File: src/rtl/mux_scan_n_pkg.sv
// Shared types and helpers for the scanning N-channel mux.
package mux_pkg;

   localparam int N_DEF = 4;
   localparam int W_DEF = 8;

   typedef enum logic [1:0] {S_MAN, S_AUTO, S_DRAIN} state_e;

   function automatic int next_ch(input int ptr, input int n);
      return (ptr + 1 >= n) ? 0 : ptr + 1;
   endfunction

endpackage

File: src/rtl/mux_scan_n_if.sv
// Channel/handshake bundle between the stream sources, the mux and its consumer.
interface mux_scan_n_if
   import mux_pkg::*;
#(
   parameter int N = N_DEF,
   parameter int W = W_DEF
);
   localparam int SW = $clog2(N);

   logic [N-1:0][W-1:0] in_data;
   logic [N-1:0]        in_valid;
   logic [N-1:0]        in_ready;
   logic                mode;
   logic [SW-1:0]       sel;
   logic [W-1:0]        out_data;
   logic                out_valid;
   logic                out_ready;
   logic [SW-1:0]       out_ch;

   modport master (
      output in_data, in_valid, mode, sel, out_ready,
      input  in_ready, out_data, out_valid, out_ch
   );

   modport slave (
      input  in_data, in_valid, mode, sel, out_ready,
      output in_ready, out_data, out_valid, out_ch
   );
endinterface

File: src/rtl/mux_scan_n_rr_ptr.sv
// Round-robin channel pointer for auto-scan mode.
// MUX_SCAN_SKIP_EN: pointer also steps past idle channels instead of waiting.
module rr_ptr
   import mux_pkg::*;
#(
   parameter  int N  = N_DEF,
   localparam int SW = $clog2(N)
) (
   input  logic          clk,
   input  logic          rst_n,
   input  logic          clear,
   input  logic          auto_en,
   input  logic          load,
   input  logic [N-1:0]  in_valid,
   output logic [SW-1:0] ptr
);
   logic adv;

`ifdef MUX_SCAN_SKIP_EN
   // Either the channel transfers or it is idle; both move the pointer on.
   assign adv = auto_en && load;
`else
   assign adv = auto_en && load && in_valid[ptr];
`endif

   always_ff @(posedge clk or negedge rst_n) begin
      if (!rst_n)
         ptr <= '0;
      else if (clear)
         ptr <= '0;
      else if (adv)
         ptr <= SW'(next_ch(int'(ptr), N));
   end
endmodule

File: src/rtl/mux_scan_n.sv
// N-channel W-bit mux with registered valid/ready output, manual or round-robin select.
// MUX_SCAN_SKIP_EN (in rr_ptr): auto scan skips idle channels.
module mux_scan_n
   import mux_pkg::*;
#(
   parameter  int N  = N_DEF,
   parameter  int W  = W_DEF,
   localparam int SW = $clog2(N)
) (
   input logic         clk,
   input logic         rst_n,
   mux_scan_n_if.slave bus
);
   localparam logic [SW:0] N_L = (SW+1)'(N);

   state_e        state_q, state_d, st;
   logic          boot_q;
   logic [SW-1:0] ptr, ch_idx, ch_q;
   logic          cur_ok, load, accept, pop, valid_q;
   logic [N-1:0]  ready;
   logic [W-1:0]  mux_data, data_q;

   // Until the first edge after reset the state simply tracks mode.
   assign st = boot_q ? (bus.mode ? S_AUTO : S_MAN) : state_q;

   always_ff @(posedge clk or negedge rst_n) begin
      if (!rst_n) begin
         state_q <= S_MAN;
         boot_q  <= 1'b1;
      end else begin
         state_q <= state_d;
         boot_q  <= 1'b0;
      end
   end

   always_comb begin
      state_d = st;
      case (st)
         S_MAN:   if (bus.mode)  state_d = S_DRAIN;
         S_AUTO:  if (!bus.mode) state_d = S_DRAIN;
         default: if (!valid_q)  state_d = bus.mode ? S_AUTO : S_MAN;
      endcase
   end

   assign load   = rst_n && (!valid_q || bus.out_ready) && (st != S_DRAIN);
   assign ch_idx = (st == S_AUTO) ? ptr : bus.sel;
   assign cur_ok = (st == S_AUTO) || ((st == S_MAN) && ({1'b0, bus.sel} < N_L));

   always_comb begin
      ready    = '0;
      mux_data = '0;
      for (int c = 0; c < N; c++) begin
         if (ch_idx == SW'(c)) begin
            ready[c] = load && cur_ok;
            mux_data = bus.in_data[c];
         end
      end
   end

   assign accept = |(ready & bus.in_valid);
   assign pop    = valid_q && bus.out_ready;

   always_ff @(posedge clk or negedge rst_n) begin
      if (!rst_n) begin
         valid_q <= 1'b0;
         data_q  <= '0;
         ch_q    <= '0;
      end else if (accept) begin
         valid_q <= 1'b1;
         data_q  <= mux_data;
         ch_q    <= ch_idx;
      end else if (pop) begin
         valid_q <= 1'b0;
      end
   end

   rr_ptr #(.N(N)) u_ptr (
      .clk      (clk),
      .rst_n    (rst_n),
      .clear    (st == S_DRAIN),
      .auto_en  (st == S_AUTO),
      .load     (load),
      .in_valid (bus.in_valid),
      .ptr      (ptr)
   );

   assign bus.in_ready  = ready;
   assign bus.out_data  = data_q;
   assign bus.out_valid = valid_q;
   assign bus.out_ch    = ch_q;
endmodule
File: src/flat_wrapper.sv
// flat-port wrapper written by rule: the top's interface ports become plain ports
module mux_scan_n_flat import mux_pkg::*;
#(
   parameter  int N  = N_DEF,
   parameter  int W  = W_DEF,
   localparam int SW = $clog2(N)
)
  (clk, rst_n, bus_in_data, bus_in_valid, bus_mode, bus_sel, bus_out_ready, bus_in_ready, bus_out_data, bus_out_valid, bus_out_ch);
  mux_scan_n_if #(.N(N), .W(W)) bus_i ();
  input logic clk;
  input logic rst_n;
  input wire logic [$bits(bus_i.in_data)-1:0] bus_in_data;
  input wire logic [$bits(bus_i.in_valid)-1:0] bus_in_valid;
  input wire logic [$bits(bus_i.mode)-1:0] bus_mode;
  input wire logic [$bits(bus_i.sel)-1:0] bus_sel;
  input wire logic [$bits(bus_i.out_ready)-1:0] bus_out_ready;
  output wire logic [$bits(bus_i.in_ready)-1:0] bus_in_ready;
  output wire logic [$bits(bus_i.out_data)-1:0] bus_out_data;
  output wire logic [$bits(bus_i.out_valid)-1:0] bus_out_valid;
  output wire logic [$bits(bus_i.out_ch)-1:0] bus_out_ch;
  assign bus_i.in_data = bus_in_data;
  assign bus_i.in_valid = bus_in_valid;
  assign bus_i.mode = bus_mode;
  assign bus_i.sel = bus_sel;
  assign bus_i.out_ready = bus_out_ready;
  assign bus_in_ready = bus_i.in_ready;
  assign bus_out_data = bus_i.out_data;
  assign bus_out_valid = bus_i.out_valid;
  assign bus_out_ch = bus_i.out_ch;
  mux_scan_n #(.N(N), .W(W)) u_core (.clk(clk), .rst_n(rst_n), .bus(bus_i));
endmodule
File: config.mk
export PLATFORM = sky130hd
export DESIGN_NAME = mux_scan_n_flat
export DESIGN_NICKNAME = d
export VERILOG_FILES = /design/src/rtl/mux_scan_n_pkg.sv /design/src/rtl/mux_scan_n_if.sv /design/src/rtl/mux_scan_n_rr_ptr.sv /design/src/rtl/mux_scan_n.sv /design/src/flat_wrapper.sv
export SDC_FILE = /design/constraint.sdc
export NUM_CORES = 1
export LEC_CHECK = 0
export ABC_AREA = 1
export ABC_CLOCK_PERIOD_IN_PS = 2050
export CORE_MARGIN = 2
export CORE_UTILIZATION = 40
export CTS_CLUSTER_DIAMETER = 80
export DETAILED_ROUTE_END_ITERATION = 10
export PLACE_DENSITY = 0.79
export SLEW_MARGIN = 20
export SYNTH_ARGS = -nofsm -noshare
export SYNTH_HDL_FRONTEND = slang
export SYNTH_SLANG_ARGS = --single-unit
File: constraint.sdc
create_clock -name clk -period 2.05 [get_ports clk]
set_input_delay 0.41 -clock clk [delete_from_list [all_inputs] [get_ports clk]]
set_output_delay 0.41 -clock clk [all_outputs]
set_load 0.005 [all_outputs]
==> out/results.tsv <==
metric	value	unit
grt_usage	0.246	
dp_hpwl	3.01	mm
min_path_type	reg -> reg	
violations	negative setup slack	
synthToLayoutAreaGrowth	75.2	%
required	1.64	ns
netlist_area	1170	um^2
drive_gt1_frac	0.278	
synthAdderAreaFrac	0.0107	
endpoint_kind	primary output	
cp-start-kind	flip-flop	
tritoncts.num_buffers	3	
min_path_cells	2	
yosysUniqueCellTypes	24	
die_y	58.1	um
h-tree-depth	1	
die_area	3380	um^2
diodes	0	
slew_violations	0	
fin_hold_ws	0.495	ns
period_minus_slack	2.07	ns
port_buffers	56	
critPathLaunch	u_core.boot_q	
skew	0.00578	ns
synth_cells	159	
viasPerCell	5.34	
r2r_start	u_core.boot_q	
rsz0062_at_grt	true	
antenna_found_initial	0	
first_pass_iters	4	
grt_max_degree	17	
synth_top_family_by_area	simple AND/OR/NAND/NOR gates	
drc	0	
finalNetCount	285	
start_util	0.425	
drt_first_iter_violations	89	
setup_viol	3	
synthMuxAreaShare	0	
vias	1452	
grt_pass1_vias	1425	
crit_arrival	1.66	ns
power_density	784	nW/um^2
synth.ff_latch_count	16	
clk_pin_slew	0.10	ns
die_x	58.1	um
stdcell_count	272	
worstPathMaxFanout	4	
dpl.cell_count	259	
fin_ws	-0.0198	ns
synth-simple-area-share	0.490	
rows	19	
cap_violations	0	
cts_tree	built	
gr-total-overflow	0	
grt_pass1_wl	6.37	mm
fin_crit_sh	1.01	
worstSetupPathType	reg -> out	
max-vdd-ir-drop	0.744	mV
ant_nets	0	
ys_seq_area_frac	0.343	
fin_area	2050	um^2
ys_warn_count	0	
reg2regPathDepth	13	
root_buffer	clkbuf_4	
syn_area_per_cell	7.37	um^2
crit_end	bus_in_ready[2]	
synth-compound-area-share	0.0748	
postPlaceCellArea	1880	um^2
synthXorXnorAreaFrac	0	
layout_common_cells	clkdlybuf4s50_1 (52), nand2_1 (37), nand3_1 (29)	
total_leakage_power	0.969	nW
gp_congestion	0.874	
clock_sinks	16	
io_pins	57	
wl	4.01	mm
reg2reg_to	u_core.bus.out_ch[0]	
dp_slack	-0.445	ns
post_drt_wl_per_cell	14.8	um
hold_viol	0	
synth_fp_nets	202	
mostFrequentLayoutCell	clkdlybuf4s50_1	
rrSetupSlack	0.06	ns
fmax	483	MHz
worstSkewPairLatency	0.30	ns
cts.path.max_buffers	2	
core-area	2760	um^2
outcome	complete, but fails checks	
==> metal layers <==
| metal | wire [um] | vias up | part of all wire | GRT usage |
|---|---|---|---|---|
| met4 | 66 | 0 | 0.016 | 0.0897 |
| li1 | - | 705 | - | - |
| met2 | 2120 | 68 | 0.53 | 0.446 |
| met5 | 0 | - | 0 | 0 |
| met3 | 298 | 7 | 0.074 | 0.0379 |
| met1 | 1530 | 672 | 0.38 | 0.292 |
==> metrics by stage <==
step,TNS (ns),util,total power [W]
floorplan,0,-,0.000875
global route,-0.423,0.744,0.00172
finish,-0.0492,0.744,0.00161
detailed placement,-3.63,0.681,0.00132
CTS,-0.0160,0.709,0.00156
global placement,-3.21,0.681,0.00129
==> worst min-delay path by stage <==
stage,from,endpoint,slack [ns]
CTS,rst_n,u_core.bus.out_data[7],0.49
finish,u_core.bus.out_data[6],u_core.bus.out_data[6],0.49
global route,u_core.bus.out_data[6],u_core.bus.out_data[6],0.51
global placement,u_core.bus.out_ch[1],u_core.bus.out_ch[1],0.46
detailed placement,u_core.bus.out_data[6],u_core.bus.out_data[6],0.47
floorplan,rst_n,u_core.bus.out_ch[0],0.11
==> cell usage after synthesis, drive strengths merged <==
master,number,area (um^2)
conb,1,3.75
o22ai,2,12.5
nand4,11,75.1
or2,1,6.26
ha,1,12.5
nand2,52,258
dfstp,1,26.3
dfrtp,15,375
nor2,8,50.0
nor3,4,20.0
a21oi,1,5.00
inv,10,37.5
o21ai,14,70.1
nand3,31,165
buf,7,53.8
==> flip-flops by register name (all words and copies together) (netlist names) <==
name                  flops
u_core.boot_q             1
u_core.bus.out_ch         2
u_core.bus.out_data       8
u_core.bus.out_valid      1
u_core.state_q            2
u_core.u_ptr.ptr          2
==> worst max-delay path: stages, from the launching register on <==
cell and delay [ns]:
dfstp_2 0.57, inv_4 0.05, nand2_4 0.09, nand2_4 0.06, nor2_4 0.11, inv_4 0.06, buf_4 0.13, nor3_2 0.16
buf_2 0.13
==> cells by family after synthesis <==
logic type,Yosys count
compound gates,17
buf+inv,17
flops,16
simple gates,107
fa+ha+maj,1
other cells,1
==> layout make-up <==
type                    instances  area [um^2]
inverters                      10         42.5
repair buffers                 85          803
clock buffers                   4         36.3
flip-flops and latches         16          402
fillers                       204          706
multi-input cells             126          729
well taps                      31         38.8
==> power by group <==
group	internal, W	switching, W	leakage (nW)	total (W)
logic	0.000481	0.000402	0.745	0.000884
registers	0.000432	0.0000787	0.203	0.000511
clock network	0.000108	0.000105	0.0210	0.000214
==> repair_timing <==
action	CTS	global route
hold buffers	0	0
resized for setup	24	14
buffers inserted	2	7
setup endpoints to repair	4	14
pin swaps	3	4
No activity file was read; power rests on OpenSTA's default activity.
